### config.mk
export PLATFORM = sky130hd
export DESIGN_NAME = hht_col_update
export DESIGN_NICKNAME = d
export VERILOG_FILES = /design/src/rtl/hht_pkg.sv /design/src/rtl/hht_mac.sv /design/src/rtl/hht_col_update.sv
export SDC_FILE = /design/constraint.sdc
export NUM_CORES = 2
export LEC_CHECK = 0
export CAP_MARGIN = 0
export CORE_ASPECT_RATIO = 1.1
export CORE_MARGIN = 2
export CORE_UTILIZATION = 35
export CTS_CLUSTER_DIAMETER = 100
export DETAILED_ROUTE_END_ITERATION = 16
export GPL_ROUTABILITY_DRIVEN = 0
export PLACE_DENSITY = 0.56
export REMOVE_ABC_BUFFERS = 1
export SKIP_CTS_REPAIR_TIMING = 1
export SYNTH_ARGS = -nofsm -noshare
export SYNTH_HDL_FRONTEND = slang
export SYNTH_HIERARCHICAL = 1
export SYNTH_SLANG_ARGS = --single-unit
### constraint.sdc
create_clock -name Clk -period 17.9 [get_ports Clk]
set_clock_uncertainty 0.1 [all_clocks]
set_input_delay 5.37 -clock Clk [delete_from_list [all_inputs] [get_ports Clk]]
set_output_delay 5.37 -clock Clk [all_outputs]
set_load 0.005 [all_outputs]
### src/rtl/hht_pkg.sv
// Shared types and defaults for the HHT column-update datapath.
package hht_pkg;

  localparam int unsigned HHT_DW      = 32;
  localparam int unsigned HHT_MAX_LEN = 32;

  typedef logic signed [HHT_DW-1:0] hht_data_t;

  typedef enum logic [2:0] {
    ST_IDLE  = 3'd0,
    ST_ACC   = 3'd1,
    ST_SCALE = 3'd2,
    ST_WRITE = 3'd3,
    ST_FIN   = 3'd4
  } hht_upd_state_t;

endpackage

### src/rtl/hht_mac.sv
// Registered signed multiply-accumulate: acc <= acc + sext64(a)*sext64(b), wraps at 64 bits.
module hht_mac
  import hht_pkg::*;
#(
  parameter int unsigned DW = HHT_DW
) (
  input  logic                 clk,
  input  logic                 rst_n,
  input  logic                 clear,
  input  logic                 en,
  input  logic signed [DW-1:0] a,
  input  logic signed [DW-1:0] b,
  output logic signed [63:0]   acc
);

  logic signed [63:0] acc_q, acc_d, prod;

  // Next accumulator value; clear wins over accumulate.
  always_comb begin
    prod  = 64'(a) * 64'(b);
    acc_d = acc_q;
    if (clear) begin
      acc_d = '0;
    end else if (en) begin
      acc_d = acc_q + prod;
    end
  end

  // Accumulator register.
  always_ff @(posedge clk or negedge rst_n) begin
    if (!rst_n) begin
      acc_q <= '0;
    end else begin
      acc_q <= acc_d;
    end
  end

  assign acc = acc_q;

endmodule

### src/rtl/hht_col_update.sv
// HHT column update: buffers a streamed column, accumulates s = sum(v*x),
// then writes x' = x - ((s_lo32 * v) >>> SCALE_SH) back at base+i.
module hht_col_update
  import hht_pkg::*;
#(
  parameter  int unsigned MAX_LEN  = HHT_MAX_LEN,
  parameter  int unsigned DW       = HHT_DW,
  parameter  int unsigned SCALE_SH = 0,
  localparam int unsigned LW       = $clog2(MAX_LEN) + 1
) (
  input  logic                 Clk,
  input  logic                 Rst,
  input  logic                 start,
  input  logic [31:0]          wr_col_base,
  input  logic [LW-1:0]        len,
  input  logic                 in_valid,
  input  logic signed [DW-1:0] in_v,
  input  logic signed [DW-1:0] in_x,
  output logic                 in_ready,
  output logic                 wr_en,
  output logic [31:0]          wr_addr,
  output logic signed [DW-1:0] wr_data,
  output logic                 busy,
  output logic                 done,
  output logic                 err
);

  localparam int unsigned AW = $clog2(MAX_LEN);

  hht_upd_state_t state_q, state_d;
  logic [31:0]    base_q, base_d;
  logic [LW-1:0]  len_q, len_d;
  logic [LW-1:0]  idx_q, idx_d;
  logic           wr_en_q, wr_en_d;
  logic [31:0]    wr_addr_q, wr_addr_d;
  logic [DW-1:0]  wr_data_q, wr_data_d;
  logic           busy_q, busy_d;
  logic           done_q, done_d;
  logic           err_q, err_d;

  logic                 xfer, last, len_ok, mac_clear;
  logic signed [63:0]   s;
  logic signed [31:0]   s_lo;
  logic signed [DW-1:0] v_rd, x_rd;
  logic signed [DW-1:0] wr_res;
  logic signed [63:0]   wr_prod, wr_shift;
  logic                 unused_bits;

  logic signed [DW-1:0] v_buf_q [MAX_LEN];
  logic signed [DW-1:0] x_buf_q [MAX_LEN];

  assign in_ready = (state_q == ST_ACC);
  assign xfer     = in_valid && in_ready;
  assign last     = (idx_q == len_q - LW'(1));
  assign len_ok   = (len != '0) && (32'(len) <= MAX_LEN);

  hht_mac #(.DW(DW)) u_mac (
    .clk   (Clk),
    .rst_n (Rst),
    .clear (mac_clear),
    .en    (xfer),
    .a     (in_v),
    .b     (in_x),
    .acc   (s)
  );

  // Write-phase datapath: reflected element for the current buffer slot.
  always_comb begin
    v_rd     = v_buf_q[idx_q[AW-1:0]];
    x_rd     = x_buf_q[idx_q[AW-1:0]];
    s_lo     = s[31:0];
    wr_prod  = 64'(s_lo) * 64'(v_rd);
    wr_shift = wr_prod >>> SCALE_SH;
    wr_res   = x_rd - wr_shift[DW-1:0];
  end

  assign unused_bits = ^{s[63:32], wr_shift[63:DW]};

  // Column sequencing and registered write-port outputs.
  always_comb begin
    state_d   = state_q;
    base_d    = base_q;
    len_d     = len_q;
    idx_d     = idx_q;
    wr_en_d   = 1'b0;
    wr_addr_d = wr_addr_q;
    wr_data_d = wr_data_q;
    busy_d    = busy_q;
    done_d    = 1'b0;
    err_d     = err_q;
    mac_clear = 1'b0;
    case (state_q)
      ST_IDLE: begin
        // busy falls the cycle after the done pulse
        if (done_q) busy_d = 1'b0;
        if (start) begin
          if (len_ok) begin
            base_d    = wr_col_base;
            len_d     = len;
            idx_d     = '0;
            mac_clear = 1'b1;
            err_d     = 1'b0;
            busy_d    = 1'b1;
            state_d   = ST_ACC;
          end else begin
            err_d = 1'b1;
          end
        end
      end
      ST_ACC: begin
        if (xfer) begin
          idx_d = idx_q + LW'(1);
          if (last) state_d = ST_SCALE;
        end
      end
      ST_SCALE: begin
        idx_d   = '0;
        state_d = ST_WRITE;
      end
      ST_WRITE: begin
        wr_en_d   = 1'b1;
        wr_addr_d = base_q + 32'(idx_q);
        wr_data_d = wr_res;
        if (last) state_d = ST_FIN;
        else      idx_d   = idx_q + LW'(1);
      end
      ST_FIN: begin
        done_d  = 1'b1;
        state_d = ST_IDLE;
      end
      default: state_d = ST_IDLE;
    endcase
  end

  // Control and output registers.
  always_ff @(posedge Clk or negedge Rst) begin
    if (!Rst) begin
      state_q   <= ST_IDLE;
      base_q    <= '0;
      len_q     <= '0;
      idx_q     <= '0;
      wr_en_q   <= 1'b0;
      wr_addr_q <= '0;
      wr_data_q <= '0;
      busy_q    <= 1'b0;
      done_q    <= 1'b0;
      err_q     <= 1'b0;
    end else begin
      state_q   <= state_d;
      base_q    <= base_d;
      len_q     <= len_d;
      idx_q     <= idx_d;
      wr_en_q   <= wr_en_d;
      wr_addr_q <= wr_addr_d;
      wr_data_q <= wr_data_d;
      busy_q    <= busy_d;
      done_q    <= done_d;
      err_q     <= err_d;
    end
  end

  // Column buffer; contents are only meaningful after the ACC phase fills them.
  always_ff @(posedge Clk) begin
    if (xfer) begin
      v_buf_q[idx_q[AW-1:0]] <= in_v;
      x_buf_q[idx_q[AW-1:0]] <= in_x;
    end
  end

  assign wr_en   = wr_en_q;
  assign wr_addr = wr_addr_q;
  assign wr_data = wr_data_q;
  assign busy    = busy_q;
  assign done    = done_q;
  assign err     = err_q;

endmodule

==> summary by stage <==
Routing
Using the TritonRoute via totals, the vias-per-cell ratio works out to between 5 and 6. The count of nets left with antenna violations once routing finished came out at 0. Before antenna repair, the detailed router went through 6 iterations.

The via count of the routed design is just under 70000. The detailed router finished its first iteration with approximately 6700 violations. After detailed routing, the average wire length per cell comes to around 28 um. The number of remaining DRC errors is 0. The final layout contains routed wiring with a total length of 363000 um.

Place
The HPWL reported at the end of detailed placement is approximately 230000 um. The total of buffers placed on input and output ports is approximately 170. The number of placed cells counting well taps is 12500.

GRT
The number of global-route vias before repair was about 72000. The pin count of the biggest net entering global routing is 131. Summed over all layers, the global routing overflow is 0.

For this run, the total global-route usage over all layers was measured as 0.212. The global-route wire length before repair is roughly 520000 um. The initial antenna violation count is 22.

Worst setup path
The sort of element at the end of the critical path is a flip-flop. STA puts the critical path data required time at roughly 19 ns. The element type at the critical path start is an input port. The data arrival at the endpoint of the critical path is 12.98 ns. The maximum fanout encountered on the critical timing path is 57. The worst setup path is of the input port to flip-flop kind.

CTS
The CTS sink count is between 2000 and 2500. The total clock buffers created by CTS is around 220. The number of levels the H-tree was split into is 4. No sink is reached through more buffers than the 4 on the longest clock path. The insertion delay of the later-clocked pin in the worst-skew pair is 0.91 ns. TritonCTS built the clock tree.

Clock-pin slew was measured on the worst setup and hold paths at around 0.060 ns. CTS placed an instance of clkbuf_16 at the clock tree root.

Die
The floorplan die area is 342000 um^2. The region available for standard cell placement spans 336000 um^2. The I/O pin count is 175.

The die boundary width is 558 um. The die is ~600 um tall. The starting density of the core is 0.352. The number of placement rows is around 220.

Timing
Hold is met by about 0.36 ns. The number of failing setup endpoints in the final timing report is 0. At the pin with the least slew margin, the transition time is about 1.4 ns. The final-report hold violation count was 0. Setup repair after global routing left no endpoint under its margin. In this run the tightest slew margin relative to its limit is 0.0706.

The worst path needs about 12 ns of the cycle, external delays included. The max-slew violation count is 0. In the finished design, the share of the clock period the worst path needs comes to 0.692. Derived from the worst setup path, the maximum achievable clock frequency is 0.0807 GHz.

Synth
The mean area per synthesized cell is between 10 and 15 um^2. The post-synthesis cell count is 8058. During synthesis, Yosys emitted a total of 6 warnings.

The area of the mapped netlist is approximately 120000 um^2.

Run status
The run finished with clean final reports.

Finish
The sequential cells in the finished layout cover a total of ~65000 um^2. At the end of the flow the core is filled with cells to 0.394. The synthesis-to-layout area growth is 12.0%. For this run, the post-layout net count is ~9600. In the final layout, the share of cells above drive strength 1 is 0.127. The footprint of the multi-input gates is approximately 47000 um^2.

The count of filler cells inserted in the layout is a little over 30000. The final standard cell count with taps included and fillers excluded is between 10000 and 15000. The library cells used most frequently in the layout, excluding fill and tap cells, are edfxtp_1 (2048), inv_1 (1043), nand2_1 (915).

The most common library cell in the layout ignoring fill and taps is edfxtp_1.

Run
Max-cap violations in this run came to 0.

Min path
In this run the worst hold path is classified as flip-flop to flip-flop.
critical path, stage by stage:
cell and delay [ns]:
buf_2 0.92, and2_1 0.27, fa_1 0.44, fa_1 0.49
fa_1 0.52, inv_1 0.05, fa_1 0.45, fa_1 0.52
inv_1 0.04, ha_1 0.27, inv_1 0.05, fa_1 0.48
fa_1 0.49, inv_1 0.06, ha_1 0.31, inv_2 0.06
nor2_1 0.30, o2111ai_2 0.33, a21boi_0 0.31, o21ai_0 0.14
a21oi_1 0.22, o21ai_0 0.11, nand2b_1 0.13, a21boi_0 0.12
or4_1 0.41, o311ai_0 0.11
cell type report:
cell class	count	share of cell area
diodes	7	0.000132
clock buffers	269	0.0433
clock inverters	130	0.00924
inverters	1045	0.0297
multi-input cells	4327	0.356
flip-flops and latches	2195	0.493
well taps	4500	0.0426
repair buffers	424	0.0261
layer usage:
metal  up-vias  GRT usage  wire length, um
met2      2686      0.373           184000
met5         -          0              108
li1      28400          -                -
met3       627     0.0350            25700
met1     36700      0.263           140000
met4        18     0.0703            13200
sequential cells by signal, summed over array words and instances, names as in the netlist:
register / flops
v_buf_q: 1024
x_buf_q: 1024
base_q: 32
u_mac/acc: 32
wr_addr: 32
wr_data: 32
idx_q: 6
len_q: 6
state_q: 3
busy: 1
done: 1
err: 1
wr_en: 1
path summary, 6_finish.rpt:
check	startpoint	depth (start not counted)	slack (ns)	to
max	in_x[7]	26	5.52	u_mac/acc[23]
min	wr_data[26]	2	0.36	wr_data[26]
max reg2reg	idx_q[1]	32	5.95	wr_data[28]
min reg2reg	wr_data[26]	2	0.36	wr_data[26]
max in group asynchronous	Rst	3	11.59	u_mac/acc[31]
min in group asynchronous	Rst	1	4.38	wr_addr[20]
metrics by stage:
| stage | TNS (ns) | area [um^2] | setup WS (ns) |
|---|---|---|---|
| 2_1_floorplan | -9987.78 | 116000 | -9.46 |
| 3_3_place_gp | 0 | 125000 | 4.61 |
| 3_5_place_dp | 0 | 125000 | 4.70 |
| 4_1_cts | 0 | 132000 | 5.58 |
| 5_1_grt | 0 | 132000 | 5.18 |
| 6_report | 0 | 132000 | 5.52 |
Power is left out: the tool's default activity adds up to more than one toggle a clock period on the data nets, which glitch-free logic cannot reach.
